[config.mk]
export PLATFORM = sky130hd
export DESIGN_NAME = id_stage
export DESIGN_NICKNAME = d
export VERILOG_FILES = /design/src/rtl/id_stage_pkg.sv /design/src/rtl/id_decoder.sv /design/src/rtl/id_stage.sv
export SDC_FILE = /design/constraint.sdc
export NUM_CORES = 1
export LEC_CHECK = 0
export CORE_MARGIN = 3
export CORE_UTILIZATION = 36
export DETAILED_ROUTE_END_ITERATION = 6
export PLACE_DENSITY = 0.76
export SYNTH_ARGS = -nofsm -noshare
export SYNTH_HDL_FRONTEND = slang
export SYNTH_SLANG_ARGS = --single-unit
[constraint.sdc]
create_clock -name clk_i -period 3.2 [get_ports clk_i]
set_input_delay 0.64 -clock clk_i [delete_from_list [all_inputs] [get_ports clk_i]]
set_output_delay 0.64 -clock clk_i [all_outputs]
set_load 0.005 [all_outputs]
[src/rtl/id_stage_pkg.sv]
// Shared constants for the instruction-decode stage: opcodes, field positions, widths.
package id_stage_pkg;
    localparam int DATA_W = 16;
    localparam int REG_W  = 3;
    localparam int IMM_W  = 5;
    localparam int OP_W   = 5;

    localparam int OP_HI  = 15;
    localparam int OP_LO  = 11;
    localparam int RD_HI  = 10;
    localparam int RD_LO  = 8;
    localparam int RS1_HI = 7;
    localparam int RS1_LO = 5;
    localparam int RS2_HI = 4;
    localparam int RS2_LO = 2;
    localparam int IMM_HI = 4;
    localparam int IMM_LO = 0;

    localparam logic [OP_W-1:0] OP_NOP   = 5'h00;
    localparam logic [OP_W-1:0] OP_ADD   = 5'h01;
    localparam logic [OP_W-1:0] OP_SUB   = 5'h02;
    localparam logic [OP_W-1:0] OP_AND   = 5'h03;
    localparam logic [OP_W-1:0] OP_OR    = 5'h04;
    localparam logic [OP_W-1:0] OP_ADDI  = 5'h08;
    localparam logic [OP_W-1:0] OP_LOAD  = 5'h10;
    localparam logic [OP_W-1:0] OP_STORE = 5'h11;

    localparam logic [DATA_W-1:0] ZERO16 = '0;
endpackage

[src/rtl/id_decoder.sv]
// Combinational opcode decode; read enables here are not yet qualified by IF valid.
module id_decoder
    import id_stage_pkg::*;
#(
    parameter int DW = id_stage_pkg::DATA_W,
    parameter int IW = id_stage_pkg::IMM_W
) (
    input  logic [DW-1:0] inst_i,
    output logic          rd1en_o,
    output logic          rd2en_o,
    output logic          regWrite_o,
    output logic          memRead_o,
    output logic          memWrite_o,
    output logic          illegal_o,
    output logic          useImm_o,
    output logic [DW-1:0] imm_o
);
    logic [OP_W-1:0] op;

    assign op    = inst_i[OP_HI:OP_LO];
    assign imm_o = {{(DW-IW){inst_i[IW-1]}}, inst_i[IW-1:0]};

    always_comb begin
        rd1en_o    = 1'b0;
        rd2en_o    = 1'b0;
        regWrite_o = 1'b0;
        memRead_o  = 1'b0;
        memWrite_o = 1'b0;
        illegal_o  = 1'b0;
        useImm_o   = 1'b0;
        case (op)
            OP_NOP: ;
            OP_ADD, OP_SUB, OP_AND, OP_OR: begin
                rd1en_o    = 1'b1;
                rd2en_o    = 1'b1;
                regWrite_o = 1'b1;
            end
            OP_ADDI: begin
                rd1en_o    = 1'b1;
                regWrite_o = 1'b1;
                useImm_o   = 1'b1;
            end
            OP_LOAD: begin
                rd1en_o    = 1'b1;
                regWrite_o = 1'b1;
                memRead_o  = 1'b1;
                useImm_o   = 1'b1;
            end
            OP_STORE: begin
                rd1en_o    = 1'b1;
                rd2en_o    = 1'b1;
                memWrite_o = 1'b1;
            end
            default: illegal_o = 1'b1;
        endcase
    end
endmodule

[src/rtl/id_stage.sv]
// Decode stage: drives register-file reads, detects load-use hazards and owns the ID/EX register.
module id_stage
    import id_stage_pkg::*;
#(
    parameter int DATA_W = id_stage_pkg::DATA_W,
    parameter int REG_W  = id_stage_pkg::REG_W,
    parameter int IMM_W  = id_stage_pkg::IMM_W
) (
    input  logic              clk_i,
    input  logic              rst_n_i,
    input  logic              if_valid_i,
    input  logic [DATA_W-1:0] if_inst_i,
    input  logic [DATA_W-1:0] if_pc_i,
    output logic              stall_o,
    input  logic              flush_i,
    input  logic              ex_stall_i,
    output logic [REG_W-1:0]  rg_reg1_o,
    output logic [REG_W-1:0]  rg_reg2_o,
    output logic              rg_reg1Read_o,
    output logic              rg_reg2Read_o,
    input  logic [DATA_W-1:0] rg_data1_i,
    input  logic [DATA_W-1:0] rg_data2_i,
    output logic              ex_valid_o,
    output logic [4:0]        ex_op_o,
    output logic [REG_W-1:0]  ex_rd_o,
    output logic              ex_regWrite_o,
    output logic              ex_memRead_o,
    output logic              ex_memWrite_o,
    output logic [DATA_W-1:0] ex_a_o,
    output logic [DATA_W-1:0] ex_b_o,
    output logic [DATA_W-1:0] ex_imm_o,
    output logic [DATA_W-1:0] ex_pc_o,
    output logic              ex_illegal_o
);
    logic              dec_rd1en, dec_rd2en, dec_rw, dec_mr, dec_mw, dec_ill, dec_useImm;
    logic [DATA_W-1:0] dec_imm;
    logic              rd1en, rd2en, hazard;
    logic [REG_W-1:0]  rd, rs1, rs2;

    logic              valid_q, valid_d;
    logic [4:0]        op_q, op_d;
    logic [REG_W-1:0]  rd_q, rd_d;
    logic              rw_q, rw_d, mr_q, mr_d, mw_q, mw_d, ill_q, ill_d;
    logic [DATA_W-1:0] a_q, a_d, b_q, b_d, imm_q, imm_d, pc_q, pc_d;

    id_decoder #(.DW(DATA_W), .IW(IMM_W)) u_dec (
        .inst_i     (if_inst_i),
        .rd1en_o    (dec_rd1en),
        .rd2en_o    (dec_rd2en),
        .regWrite_o (dec_rw),
        .memRead_o  (dec_mr),
        .memWrite_o (dec_mw),
        .illegal_o  (dec_ill),
        .useImm_o   (dec_useImm),
        .imm_o      (dec_imm)
    );

    assign rd  = if_inst_i[RD_HI:RD_LO];
    assign rs1 = if_inst_i[RS1_HI:RS1_LO];
    assign rs2 = if_inst_i[RS2_HI:RS2_LO];

    assign rd1en         = if_valid_i & dec_rd1en;
    assign rd2en         = if_valid_i & dec_rd2en;
    assign rg_reg1_o     = rs1;
    assign rg_reg2_o     = rs2;
    assign rg_reg1Read_o = rd1en;
    assign rg_reg2Read_o = rd2en;

    // A load in EX cannot forward its data yet, so a dependent instruction waits one cycle.
    assign hazard  = valid_q & mr_q & if_valid_i &
                     ((rd1en & (rd_q == rs1)) | (rd2en & (rd_q == rs2)));
    assign stall_o = if_valid_i & ~flush_i & (ex_stall_i | hazard);

    always_comb begin
        valid_d = valid_q;
        op_d    = op_q;
        rd_d    = rd_q;
        rw_d    = rw_q;
        mr_d    = mr_q;
        mw_d    = mw_q;
        ill_d   = ill_q;
        a_d     = a_q;
        b_d     = b_q;
        imm_d   = imm_q;
        pc_d    = pc_q;
        if (flush_i) begin
            valid_d = 1'b0;
        end else if (ex_stall_i) begin
            valid_d = valid_q;
        end else if (hazard) begin
            valid_d = 1'b0;
        end else begin
            valid_d = if_valid_i;
            op_d    = if_inst_i[OP_HI:OP_LO];
            rd_d    = rd;
            rw_d    = dec_rw;
            mr_d    = dec_mr;
            mw_d    = dec_mw;
            ill_d   = dec_ill;
            a_d     = rg_data1_i;
            b_d     = dec_useImm ? dec_imm : rg_data2_i;
            imm_d   = dec_imm;
            pc_d    = if_pc_i;
        end
    end

    always_ff @(posedge clk_i or negedge rst_n_i) begin
        if (!rst_n_i) begin
            valid_q <= 1'b0;
            op_q    <= '0;
            rd_q    <= '0;
            rw_q    <= 1'b0;
            mr_q    <= 1'b0;
            mw_q    <= 1'b0;
            ill_q   <= 1'b0;
            a_q     <= '0;
            b_q     <= '0;
            imm_q   <= '0;
            pc_q    <= '0;
        end else begin
            valid_q <= valid_d;
            op_q    <= op_d;
            rd_q    <= rd_d;
            rw_q    <= rw_d;
            mr_q    <= mr_d;
            mw_q    <= mw_d;
            ill_q   <= ill_d;
            a_q     <= a_d;
            b_q     <= b_d;
            imm_q   <= imm_d;
            pc_q    <= pc_d;
        end
    end

    assign ex_valid_o    = valid_q;
    assign ex_op_o       = op_q;
    assign ex_rd_o       = rd_q;
    assign ex_regWrite_o = rw_q;
    assign ex_memRead_o  = mr_q;
    assign ex_memWrite_o = mw_q;
    assign ex_illegal_o  = ill_q;
    assign ex_a_o        = a_q;
    assign ex_b_o        = b_q;
    assign ex_imm_o      = imm_q;
    assign ex_pc_o       = pc_q;
endmodule

==> metrics.txt <==
maxcap violations 0; final WL 8080 µm; hpwl dp 6060 µm; antenna cells 0; Clock power frac 25.4%; crit path capture type output port; FF-to-FF End ex_op_o[0]; Worst Clk Skew 0.00775 ns; sequential share of power 44.6%; Tmin final 3.14 ns; Comb pwr share 30.0%; Root Buffer clkbuf_8; CTS Buf Count 9; layout cells sized above 1 25.6%; Buf/Inv on CP 3; top cell type's share of synthesized area 50.9%; fillers 742; total power 2.32 mW; CP Launch Type primary input; max_slew headroom 48.0%; non-filler cells in the finished layout 502; CP Class primary input to output port; Worst-Margin Slew 0.780 ns; switching share of total power 25.1%; Synth area leaders dfrtp_1 (51%), mux2_4 (18%), mux2_2 (6.9%); Reg clk slew, reported paths 0.07 ns; dpl cells 487; Synth cell types 33; Data required, critical path 2.56 ns; first-pass GRT wire length 12900 µm; total track usage 16.2%; WL/cell 16.1 µm; status finished, final reports clean; Net Count, Synth 303; CTS H-tree lvls 3; Chip Height 101 µm; CP delay by family, top buffers and inverters; Psw 583 µW; r2r setup slk 1.14 ns; Pint 1.74 mW; fin util 57.6%; Seq/Total Area, Yosys 50.9%; Post-Syn Instances 234; CTS Buffer Depth 2; critical path peak fanout 8; hold violation count in the final report 0; Remaining DRCs 0; total die area 10200 µm²; fmax 0.318 GHz; Yosys reg bits 66; Pre-antenna DRT Iters 4; Pleak 2.23 nW; starting density of the core 37.2%; Setup TNS Final 0 ns; Remaining Overflow, GRT 0; Netlist Area Pre-Place 3240 µm²; Area growth, synth to finish 55.0%; RSZ-0062 raised after global routing no; Final setup viols 0; initial antenna violation count 0; Routability Congestion 0.776; Synthesis Warnings 0; Sink Count 66; crit-path cells clkdlybuf4s50_1, buf_4, xor2_1, mux2i_1, a211o_1, a311oi_2, dlygate4sd2_1; # rows 34; Clock Latency Late Sink 0.33 ns; PD cells 462 nW/µm²; IO Count 155; r2r worst-path depth 8; CTS tree yes; fin nets 460; Hold Buf Count CTS 0; Starting DRT DRC Count 61; Placeable Area 8720 µm²; Routed Antenna Nets 0; Critical Path Source if_inst_i[13]; Max Transition Viols Final 0; Final period util 98.1%; Via Count 2369; vias in the first global route 2541; VDD IR-drop max 0.215 mV; vias per cell 4.72; Port Buffers 154; Die X-Extent 101 µm; pin count of the biggest net entering global routing 35; syn avg cell area 13.9 µm²; Reg2Reg Launch Point ex_rd_o[0]; critical path's slowest cell clkdlybuf4s50_1; Max stage delay on crit path 0.53 ns; crit path DAT 2.50 ns; Hold WS 0.386 ns; HP Class primary input to asynchronous set/reset pin; post-synth top area cell dfrtp_1
Yosys cell counts:
cell type  count
dfrtp_1       66
mux2_4        38
mux2_2        20
buf_4         18
inv_1         16
a21oi_1       13
mux2i_1       13
nor2_1         9
xor2_1         6
buf_12         4
buf_2          3
xnor2_1        3
and3_1         2
buf_6          2
clkbuf_1       2
nand4_1        2
a211o_1        1
a211oi_1       1
a311oi_1       1
and3_4         1
and4_1         1
maj3_1         1
nand2_1        1
nand3b_1       1
nand4_2        1
nor3_1         1
nor3b_1        1
nor4_1         1
o21ai_0        1
o311ai_2       1
or2_2          1
or3b_2         1
or4b_1         1
layer usage:
metal | track usage [%] | share of wire [%] | up-vias
li1 | - | - | 1096
met1 | 19.6 | 41 | 1174
met2 | 27.8 | 51 | 86
met3 | 4.78 | 6.1 | 13
met4 | 5.01 | 1.4 | 0
met5 | 0 | 0 | -
how the worst max path moves through the flow:
stage | endpoint | depth (start not counted)
after global placement | stall_o | 6
after floorplan | stall_o | 5
final | stall_o | 7
after detailed placement | stall_o | 6
after global routing | stall_o | 7
after CTS | rg_reg2Read_o | 5
power groups by stage:
stage / logic (mW) / clock network, mW / registers [mW]
final: 0.698 / 0.591 / 1.04
after global routing: 0.750 / 0.657 / 1.06
after CTS: 0.710 / 0.619 / 1.04
after detailed placement: 0.707 / 0 / 1.05
after global placement: 0.696 / 0 / 1.05
after floorplan: 0.274 / 0 / 1.05
final cells by class:
| cell class | instances | area (µm²) | area share [%] |
|---|---|---|---|
| Clock buffer | 11 | 141 | 2.81 |
| Clock inverter | 3 | 17.5 | 0.348 |
| Multi-Input combinational cell | 123 | 1290 | 25.6 |
| Timing Repair Buffer | 175 | 1730 | 34.5 |
| Sequential cell | 66 | 1650 | 32.9 |
| Tap cell | 108 | 135 | 2.69 |
| Inverter | 16 | 60.1 | 1.19 |
sequential cells by signal (all words and copies together), names as in the netlist:
signal         cells
ex_pc_o           16
ex_b_o            16
ex_imm_o           5
ex_memRead_o       1
ex_rd_o            3
ex_valid_o         1
ex_memWrite_o      1
ex_a_o            16
ex_op_o            5
ex_illegal_o       1
ex_regWrite_o      1
logic make-up (layout without fill, tap and decap cells):
family	Yosys count	after routing	synth area share, %
AOI/OAI and AO/OA	18	18	3.43
adders and majority gates	1	1	0.309
and+or+nand+nor	24	24	4.51
buffers and inverters	45	205	9.87
xor gates and xnor gates	9	9	2.43
DFF	66	66	50.9
muxes	71	71	28.5
layout by cell type, fill, tap and decap left out, types with 2 or more instances in the layout:
master           synthesis  layout
a21oi_1                 13      13
dlymetal6s2s_1           0       2
and3_1                   2       2
clkinv_2                 0       2
inv_1                   16      16
clkbuf_8                 0      10
mux2_2                  20      20
mux2i_1                 13      13
mux2_4                  38      38
nand4_1                  2       2
clkdlybuf4s50_1          0     149
xnor2_1                  3       3
nor2_1                   9       9
dfrtp_1                 66      66
buf_4                   18      18
buf_12                   4       3
xor2_1                   6       6
dlygate4sd2_1            0       2
timing repair:
action | in CTS | in global routing
buffers inserted | 1 | 0
hold endpoints to repair | 0 | 0
pin swaps | 1 | 2
resized for setup | 4 | 3
setup endpoints to repair | 3 | 2
per-stage QoR:
stage          instance area [µm²]  setup WS (ns)
3_5_place_dp                  4840         -0.268
5_1_grt                       5030        0.00464
6_report                      5030         0.0592
3_3_place_gp                  4840         -0.223
4_1_cts                       5020         0.0115
2_1_floorplan                 3240          0.750
No activity file was read; power rests on OpenSTA's default activity.
